File: src/rtl/traffic_light_monitor.sv
// Passive lamp-side checker for the traffic_light controller: decodes the phase,
// checks safety, sequence and per-phase dwell (in ticks), and keeps sticky error state.
module traffic_light_monitor #(
  parameter int NS_G_TICKS = 5,
  parameter int NS_Y_TICKS = 2,
  parameter int EW_G_TICKS = 5,
  parameter int EW_Y_TICKS = 2,
  parameter int CNT_W      = 4
) (
  input  logic        clk,
  input  logic        rst,
  input  logic        tick,
  input  logic        ns_g,
  input  logic        ns_y,
  input  logic        ns_r,
  input  logic        ew_g,
  input  logic        ew_y,
  input  logic        ew_r,
  output logic [1:0]  phase,
  output logic        phase_valid,
  output logic        err_conflict,
  output logic        err_lamp,
  output logic        err_seq,
  output logic        err_dwell,
  output logic        err_any,
  output logic [2:0]  first_err,
  output logic [7:0]  err_count,
  output logic [15:0] cycles_done
);

  localparam logic [0:0] ST_INIT  = 1'b0;
  localparam logic [0:0] ST_TRACK = 1'b1;

  localparam logic [1:0] PH_NS_G = 2'd0;
  localparam logic [1:0] PH_NS_Y = 2'd1;
  localparam logic [1:0] PH_EW_G = 2'd2;
  localparam logic [1:0] PH_EW_Y = 2'd3;

  localparam logic [CNT_W-1:0] DWELL_MAX = '1;

  // Input sample stage; smp_vld_q masks the all-zero sample left by reset.
  logic [5:0] smp_lamps_q, smp_lamps_d;
  logic       smp_tick_q, smp_tick_d;
  logic       smp_vld_q, smp_vld_d;

  logic [0:0]       state_q, state_d;
  logic [1:0]       phase_q, phase_d;
  logic [CNT_W-1:0] dwell_q, dwell_d;
  logic             dflag_q, dflag_d;
  logic             phase_valid_q, phase_valid_d;
  logic             err_conflict_q, err_conflict_d;
  logic             err_lamp_q, err_lamp_d;
  logic             err_seq_q, err_seq_d;
  logic             err_dwell_q, err_dwell_d;
  logic [2:0]       first_err_q, first_err_d;
  logic [7:0]       err_count_q, err_count_d;
  logic [15:0]      cycles_q, cycles_d;

  logic [2:0]       ns_l, ew_l;
  logic             ns_oh, ew_oh;
  logic             dec_ok;
  logic [1:0]       dec_ph;
  logic             det_conflict, det_lamp, det_seq, det_dwell;
  logic [CNT_W-1:0] dwell_inc, dwell_start, req_cur;
  logic [2:0]       n_det;
  logic [8:0]       cnt_sum;

  function automatic logic [CNT_W-1:0] req_ticks(input logic [1:0] p);
    case (p)
      PH_NS_G: req_ticks = CNT_W'(NS_G_TICKS);
      PH_NS_Y: req_ticks = CNT_W'(NS_Y_TICKS);
      PH_EW_G: req_ticks = CNT_W'(EW_G_TICKS);
      default: req_ticks = CNT_W'(EW_Y_TICKS);
    endcase
  endfunction

  always_comb begin
    smp_lamps_d = {ns_g, ns_y, ns_r, ew_g, ew_y, ew_r};
    smp_tick_d  = tick;
    smp_vld_d   = 1'b1;
  end

  always_comb begin
    ns_l   = smp_lamps_q[5:3];
    ew_l   = smp_lamps_q[2:0];
    ns_oh  = $onehot(ns_l);
    ew_oh  = $onehot(ew_l);
    dec_ok = 1'b1;
    dec_ph = PH_NS_G;
    case (smp_lamps_q)
      6'b100_001: dec_ph = PH_NS_G;
      6'b010_001: dec_ph = PH_NS_Y;
      6'b001_100: dec_ph = PH_EW_G;
      6'b001_010: dec_ph = PH_EW_Y;
      default:    dec_ok = 1'b0;
    endcase
    det_conflict = smp_vld_q & ns_oh & ew_oh & ~ns_l[0] & ~ew_l[0];
    det_lamp     = smp_vld_q & ~(ns_oh & ew_oh);
  end

  always_comb begin
    state_d       = state_q;
    phase_d       = phase_q;
    dwell_d       = dwell_q;
    dflag_d       = dflag_q;
    cycles_d      = cycles_q;
    det_seq       = 1'b0;
    det_dwell     = 1'b0;
    phase_valid_d = smp_vld_q & dec_ok;
    req_cur       = req_ticks(phase_q);
    dwell_start   = {{(CNT_W-1){1'b0}}, smp_tick_q};
    dwell_inc     = (dwell_q == DWELL_MAX) ? dwell_q : dwell_q + dwell_start;

    // Invalid samples leave phase and dwell untouched.
    if (smp_vld_q && dec_ok) begin
      if (state_q == ST_INIT) begin
        state_d = ST_TRACK;
        phase_d = dec_ph;
        dwell_d = dwell_start;
        dflag_d = 1'b0;
        det_seq = (dec_ph != PH_NS_G);
      end else if (dec_ph == phase_q) begin
        dwell_d = dwell_inc;
        if (dwell_inc > req_cur && !dflag_q) begin
          det_dwell = 1'b1;
          dflag_d   = 1'b1;
        end
      end else if (dec_ph == phase_q + 2'd1) begin
        // An overstay already reported this visit is not reported again on exit.
        det_dwell = (dwell_q != req_cur) && !dflag_q;
        if (phase_q == PH_EW_Y) cycles_d = cycles_q + 16'd1;
        phase_d = dec_ph;
        dwell_d = dwell_start;
        dflag_d = 1'b0;
      end else begin
        det_seq = 1'b1;
        phase_d = dec_ph;
        dwell_d = dwell_start;
        dflag_d = 1'b0;
      end
    end
  end

  always_comb begin
    err_conflict_d = err_conflict_q | det_conflict;
    err_lamp_d     = err_lamp_q | det_lamp;
    err_seq_d      = err_seq_q | det_seq;
    err_dwell_d    = err_dwell_q | det_dwell;
    n_det          = {2'b00, det_conflict} + {2'b00, det_lamp}
                   + {2'b00, det_seq} + {2'b00, det_dwell};
    cnt_sum        = {1'b0, err_count_q} + {6'b000000, n_det};
    err_count_d    = cnt_sum[8] ? 8'hFF : cnt_sum[7:0];
    first_err_d    = first_err_q;
    if (first_err_q == 3'd0) begin
      if (det_conflict)   first_err_d = 3'd1;
      else if (det_lamp)  first_err_d = 3'd2;
      else if (det_seq)   first_err_d = 3'd3;
      else if (det_dwell) first_err_d = 3'd4;
    end
  end

  always_ff @(posedge clk or posedge rst) begin
    if (rst) begin
      smp_lamps_q    <= '0;
      smp_tick_q     <= 1'b0;
      smp_vld_q      <= 1'b0;
      state_q        <= ST_INIT;
      phase_q        <= PH_NS_G;
      dwell_q        <= '0;
      dflag_q        <= 1'b0;
      phase_valid_q  <= 1'b0;
      err_conflict_q <= 1'b0;
      err_lamp_q     <= 1'b0;
      err_seq_q      <= 1'b0;
      err_dwell_q    <= 1'b0;
      first_err_q    <= 3'd0;
      err_count_q    <= 8'd0;
      cycles_q       <= 16'd0;
    end else begin
      smp_lamps_q    <= smp_lamps_d;
      smp_tick_q     <= smp_tick_d;
      smp_vld_q      <= smp_vld_d;
      state_q        <= state_d;
      phase_q        <= phase_d;
      dwell_q        <= dwell_d;
      dflag_q        <= dflag_d;
      phase_valid_q  <= phase_valid_d;
      err_conflict_q <= err_conflict_d;
      err_lamp_q     <= err_lamp_d;
      err_seq_q      <= err_seq_d;
      err_dwell_q    <= err_dwell_d;
      first_err_q    <= first_err_d;
      err_count_q    <= err_count_d;
      cycles_q       <= cycles_d;
    end
  end

  assign phase        = phase_q;
  assign phase_valid  = phase_valid_q;
  assign err_conflict = err_conflict_q;
  assign err_lamp     = err_lamp_q;
  assign err_seq      = err_seq_q;
  assign err_dwell    = err_dwell_q;
  assign err_any      = err_conflict_q | err_lamp_q | err_seq_q | err_dwell_q;
  assign first_err    = first_err_q;
  assign err_count    = err_count_q;
  assign cycles_done  = cycles_q;

endmodule
File: config.mk
export PLATFORM = sky130hd
export DESIGN_NAME = traffic_light_monitor
export DESIGN_NICKNAME = d
export VERILOG_FILES = /design/src/rtl/traffic_light_monitor.sv
export SDC_FILE = /design/constraint.sdc
export NUM_CORES = 1
export LEC_CHECK = 0
export BUFFER_PORTS_ARGS = -buffer_cell sky130_fd_sc_hd__buf_2
export CAP_MARGIN = 40
export CORE_UTILIZATION = 60
export DETAILED_ROUTE_END_ITERATION = 10
export PLACE_DENSITY_LB_ADDON = 0.3
export SLEW_MARGIN = 10
export SYNTH_ARGS = -nofsm -noshare
export SYNTH_HDL_FRONTEND = slang
export SYNTH_SLANG_ARGS = --single-unit
File: constraint.sdc
create_clock -name clk -period 8.6 [get_ports clk]
set_input_delay 1.29 -clock clk [delete_from_list [all_inputs] [get_ports clk]]
set_output_delay 1.29 -clock clk [all_outputs]
set_load 0.02 [all_outputs]
==> results_dict.tcl, run 1 <==
set metrics [dict create \
    outcome "complete, no violations" \
    post_cts_buffers 0 \
    start_kind "flip-flop" \
    synthDistinctLibCells 48 \
    tightest_slew_ns 0.906 \
    placed_area_um2 2810 \
    clock-sinks 48 \
    synth_top_flop_cell "dfrtp_1" \
    r2r_start "smp_lamps_q[1]" \
    cp-startpoint "smp_lamps_q[1]" \
    pwr_density_cell_nw_per_um2 216 \
    finalWirelength_um 4840 \
    antenna_found_initial 0 \
    root_buffer "clkbuf_8" \
    drive_gt1_frac 0.228 \
    synth-edff-count 0 \
    place.gp.congestion 0.808 \
    syn_area_um2 2520 \
    die-area_um2 4470 \
    synth.most_common_cell "dfrtp_1" \
    synth_top_area_frac 0.476 \
    start_util 0.626 \
    leakagePower_nw 1.51 \
    post-route-drc-count 0 \
    timing.rr.end "err_count[6]" \
    grt_pass1_vias 1749 \
    postSynthNetCount 268 \
    synthTopCellsByArea "dfrtp_1, ha_1, xnor2_1" \
    clock_path_buffers 2 \
    ff2ff_path_depth 15 \
    cap_violations 0 \
    hold_path.class "reg2reg" \
    skew_ns 0.00596 \
    synth.largest_area_cell "dfrtp_1" \
    syn_to_final_growth_pct 16.2 \
    io_buffers 43 \
    rsz0062_at_grt "no" \
    drt_iter0_markers 126 \
    synth_common_cells "dfrtp_1, nand2_1, inv_1" \
    fp.dieW_um 66.8 \
    timing.fmax_mhz 223 \
    cts_inserted_buffers 5 \
    endpoint_kind "flip-flop" \
    required_ns 8.79 \
    ctsResizeCount 0 \
    postCtsHoldBufs 0 \
    arrival_ns 4.68 \
    num_vias 1919 \
    yosysSeqAreaShare 0.476 \
    wl_per_cell_um 14.1 \
    max_stage_delay_ns 0.74 \
    layout_setup_ws_ns 4.12 \
    slew_headroom 0.392 \
    first_pass_iters 4 \
    syn_inst 244 \
    path_max_fanout 15 \
    dp_slack_ns 4.37 \
    grt_overflow 0 \
    ys_ff_latch 48 \
    r2r_slack_ns 4.12 \
    final.period_utilization 0.521 \
    hold_end "cycles_done[15]" \
    p_total_mw 0.632 \
    yosys_warnings 0 \
    dieHeight_um 66.8 \
    nets 317 \
    boundaryPins 44 \
    stdcell_area_um2 2930 \
    setup_tns_ns 0 \
    synthArstFlopShare 1.00 \
    clk_pin_slew_ns 0.09 \
    core_area_um2 4030 \
    cts_tree "built" \
    grt_start_max_net_pins 30 \
    cts_max_level 2 \
    critPathSlowestCell "o21ai_1" \
    fin_crit_ns 4.48 \
    clk_latency_ns 0.30 \
    whs_path_depth 1 \
    grt_usage 0.246 \
    final_antenna_net_count 0 \
    finalSetupViolations 0 \
    num_rows 23 \
    ir_drop_mv 0.139 \
    utilization 0.728 \
    n_antenna_cell 0 \
    crit_path_cell_trace "xnor2_1, nor3_4, o21ai_1, a2111oi_0, nor3_1, inv_1, fa_1, inv_1, fa_1, inv_1, fa_1, and3_1, nand3_1, nor3_1, a21oi_1" \
    vias_per_cell 5.58 \
    place_hpwl_um 3570 \
    final_max_slew_viol_count 0 \
    path_class "reg2reg" \
    hp-start "cycles_done[15]" \
    hold_viol_final 0 \
    grt_first_pass_wirelength_um 7940 \
    avgSynthCellArea_um2 10.3 \
]
[layout by cell type, fill, tap and decap left out, types with 9 or more instances in the layout]
| cell | netlist | layout |
|---|---|---|
| buf_2 | 0 | 43 |
| xor2_1 | 10 | 10 |
| dfrtp_1 | 48 | 48 |
| xnor2_1 | 12 | 12 |
| inv_1 | 21 | 20 |
| nand2_1 | 25 | 25 |
| nor2_1 | 14 | 14 |
| ha_1 | 10 | 10 |
| a21oi_1 | 10 | 10 |
| and3_1 | 9 | 9 |
[where the power goes]
part           switching (mW)  leakage [nW]  internal, mW
Clock                  0.0760        0.0614        0.0951
Sequential             0.0374         0.617         0.256
Combinational           0.100         0.831        0.0670
Total                   0.213          1.51         0.418
[worst max-delay path, delay by kind of cell, from the launching register on]
family	cells	cell delay [ns]
AOI/OAI and AO/OA	3	0.98
DFF	1	0.43
and+or+nand+nor	5	1.14
xor gates and xnor gates	1	0.34
adders and majority gates	3	1.17
buffers and inverters	3	0.31
[through the flow]
| stage | cells | hold WS (ns) |
|---|---|---|
| CTS | 343 | 0.492 |
| finish | 344 | 0.484 |
| global placement | 334 | 0.459 |
| detailed placement | 335 | 0.476 |
| global route | 344 | 0.510 |
| floorplan | 244 | 0.492 |
[sequential cells by signal, indices dropped and copies added, names as in the netlist]
register      count
cycles_done      16
err_count         8
smp_lamps_q       6
dwell_q           4
first_err         3
phase             2
dflag_q           1
err_conflict      1
err_dwell         1
err_lamp          1
err_seq           1
phase_valid       1
smp_tick_q        1
smp_vld_q         1
state_q           1
[metal layers]
metal	up-vias	wire length (um)	GRT usage	share of wire
met5	-	0	0	0
met4	0	74	0.104	0.015
met3	8	263	0.0668	0.054
met2	64	2430	0.404	0.50
met1	907	2070	0.303	0.43
li1	940	-	-	-
[worst max path at each step]
stage,endpoint,slack [ns],depth (start not counted)
detailed placement,err_count[6],4.37,15
global placement,err_count[6],4.49,15
CTS,err_count[6],4.18,15
floorplan,err_count[6],4.86,16
finish,err_count[6],4.12,15
global route,err_count[6],3.73,15
[cell families after synthesis]
| family | Yosys count | synth area share |
|---|---|---|
| compound gates | 34 | 0.0888 |
| xor+xnor | 22 | 0.0764 |
| fa+ha+maj | 15 | 0.0893 |
| buf+inv | 24 | 0.0372 |
| flops | 48 | 0.476 |
| mux | 4 | 0.0164 |
| other cells | 1 | 0.00149 |
| simple gates | 96 | 0.214 |
[final cells by class]
type	instances	area, um^2
fill	293	1100
tap	50	62.6
multi-input combinational	172	1230
sequential	48	1200
clock buffer	6	82.6
inverter	21	78.8
clock inverter	2	38.8
timing repair buffer	45	240
Power figures use the tool's default switching activity.
==> run 2: changes to the inputs <==
--- a/config.mk
+++ b/config.mk
@@ -7,7 +7,7 @@
 export LEC_CHECK = 0
 export BUFFER_PORTS_ARGS = -buffer_cell sky130_fd_sc_hd__buf_2
 export CAP_MARGIN = 40
-export CORE_UTILIZATION = 60
+export CORE_UTILIZATION = 50
 export DETAILED_ROUTE_END_ITERATION = 10
 export PLACE_DENSITY_LB_ADDON = 0.3
 export SLEW_MARGIN = 10
==> constraint.sdc (replaced) <==
create_clock -name clk -period 4.1 [get_ports clk]
set_input_delay 0.615 -clock clk [delete_from_list [all_inputs] [get_ports clk]]
set_output_delay 0.615 -clock clk [all_outputs]
set_load 0.02 [all_outputs]
==> results_dict.tcl, run 2 (synthesized netlist as in run 1, its figures left out) <==
set metrics [dict create \
    cts_tree "built" \
    antenna_found_initial 0 \
    start_kind "flip-flop" \
    grt_pass1_vias 1724 \
    vias_per_cell 5.13 \
    io_buffers 43 \
    slew_headroom 0.533 \
    start_util 0.527 \
    path_class "reg2reg" \
    place_hpwl_um 3450 \
    drt_iter0_markers 111 \
    place.gp.congestion 0.820 \
    clock_path_buffers 2 \
    endpoint_kind "flip-flop" \
    post-route-drc-count 0 \
    cts_max_level 2 \
    skew_ns 0.00827 \
    postCtsHoldBufs 0 \
    required_ns 4.27 \
    cp-startpoint "smp_lamps_q[4]" \
    dpl.cell_count 354 \
    ff2ff_path_depth 14 \
    ir_drop_mv 0.318 \
    largest_reg_flops 16 \
    final_antenna_net_count 0 \
    die-area_um2 5330 \
    utilization 0.618 \
    finalSetupViolations 0 \
    layout_commonest_cell "dfrtp_1" \
    fin_crit_ns 3.80 \
    first_pass_iters 4 \
    final_max_slew_viol_count 0 \
    hold_path.class "in2async" \
    clock-sinks 48 \
    tightest_slew_ns 0.695 \
    grt_usage 0.190 \
    clk_pin_slew_ns 0.08 \
    num_vias 1868 \
    r2r_start "smp_lamps_q[4]" \
    fin_cells 364 \
    syn_to_final_growth_pct 17.3 \
    cts_inserted_buffers 5 \
    outcome "complete, no violations" \
    nets 321 \
    path_max_fanout 7 \
    whs_ns 0.357 \
    final_cell_mix "dfrtp_1, buf_2, nand2_1" \
    wl_per_cell_um 13.0 \
    critPathCapture "err_count[3]" \
    num_rows 25 \
    r2r_slack_ns 0.30 \
    final.period_utilization 0.927 \
    core_area_um2 4790 \
    drive_gt1_frac 0.242 \
    leakagePower_nw 1.51 \
    root_buffer "clkbuf_8" \
    finalWirelength_um 4740 \
    n_antenna_cell 0 \
    boundaryPins 44 \
    hold_viol_final 0 \
    timing.rr.end "err_count[3]" \
    cap_violations 0 \
    clk_latency_ns 0.29 \
    arrival_ns 3.98 \
    fp.dieW_um 73.0 \
    grt_overflow 0 \
    dieHeight_um 73.0 \
    pwr_density_cell_nw_per_um2 415 \
    timing.fmax_mhz 263 \
    grt_start_max_net_pins 26 \
    grt_first_pass_wirelength_um 7750 \
]
==> run 2: cell count changes in the layout (fill, tap and decap cells not counted), sizes merged <==
cell,delta
buf,+5
clkbuf,-1
bufinv,-1
==> run 2: cell type report <==
type | instances | area, um^2
Clock buffer | 6 | 72.6
Clock inverter | 1 | 5.00
Fill cell | 406 | 1830
Inverter | 21 | 78.8
Multi-Input combinational cell | 172 | 1230
Sequential cell | 48 | 1200
Tap cell | 67 | 83.8
Timing Repair Buffer | 49 | 280
==> run 2: routing by layer <==
| layer | part of all wire | GRT usage |
|---|---|---|
| met1 | 0.48 | 0.252 |
| met2 | 0.48 | 0.310 |
| met3 | 0.034 | 0.0456 |
| met4 | 0.0093 | 0.0523 |
| met5 | 0 | 0 |
==> run 2: power by group <==
group / switching, mW / total, mW / internal [mW]
clock network: 0.143 / 0.259 / 0.116
registers: 0.0752 / 0.613 / 0.538
logic: 0.211 / 0.355 / 0.145
total: 0.429 / 1.23 / 0.799
==> run 2: stage by stage <==
| step | setup TNS, ns | setup WS [ns] | instance area (um^2) | total power [mW] |
|---|---|---|---|---|
| after detailed placement | 0 | 0.108 | 2850 | 0.977 |
| after CTS | 0 | 0.0774 | 2930 | 1.24 |
| after floorplan | 0 | 0.361 | 2520 | 0.859 |
| after global routing | -0.00966 | -0.00966 | 2960 | 1.31 |
| after global placement | 0 | 0.287 | 2820 | 0.963 |
| final | 0 | 0.298 | 2960 | 1.23 |
==> run 2: worst min path at each step <==
stage	from	to	slack, ns	cells after the start
3_5_place_dp	cycles_done[10]	cycles_done[10]	0.47	1
6_report	rst	cycles_done[4]	0.36	2
4_1_cts	rst	cycles_done[4]	0.37	2
3_3_place_gp	cycles_done[15]	cycles_done[15]	0.46	1
2_1_floorplan	dflag_q	dflag_q	0.49	2
5_1_grt	rst	cycles_done[4]	0.39	2
==> run 2: timing repair <==
item | CTS | global route
gates resized for setup | 0 | 5
setup endpoints to repair | 0 | 8
buffers inserted | 0 | 3
==> run 2: worst max-delay path: stages (launching register included) <==
cell and delay [ns]:
dfrtp_1 0.44, or3b_4 0.44, nor3_4 0.30, o21ai_1 0.18, a2111oi_1 0.41, nor3_2 0.14, inv_1 0.10, fa_1 0.41
inv_1 0.09, fa_1 0.16, inv_1 0.06, fa_1 0.40, and3_1 0.25, nand3_1 0.19, o21ai_0 0.11
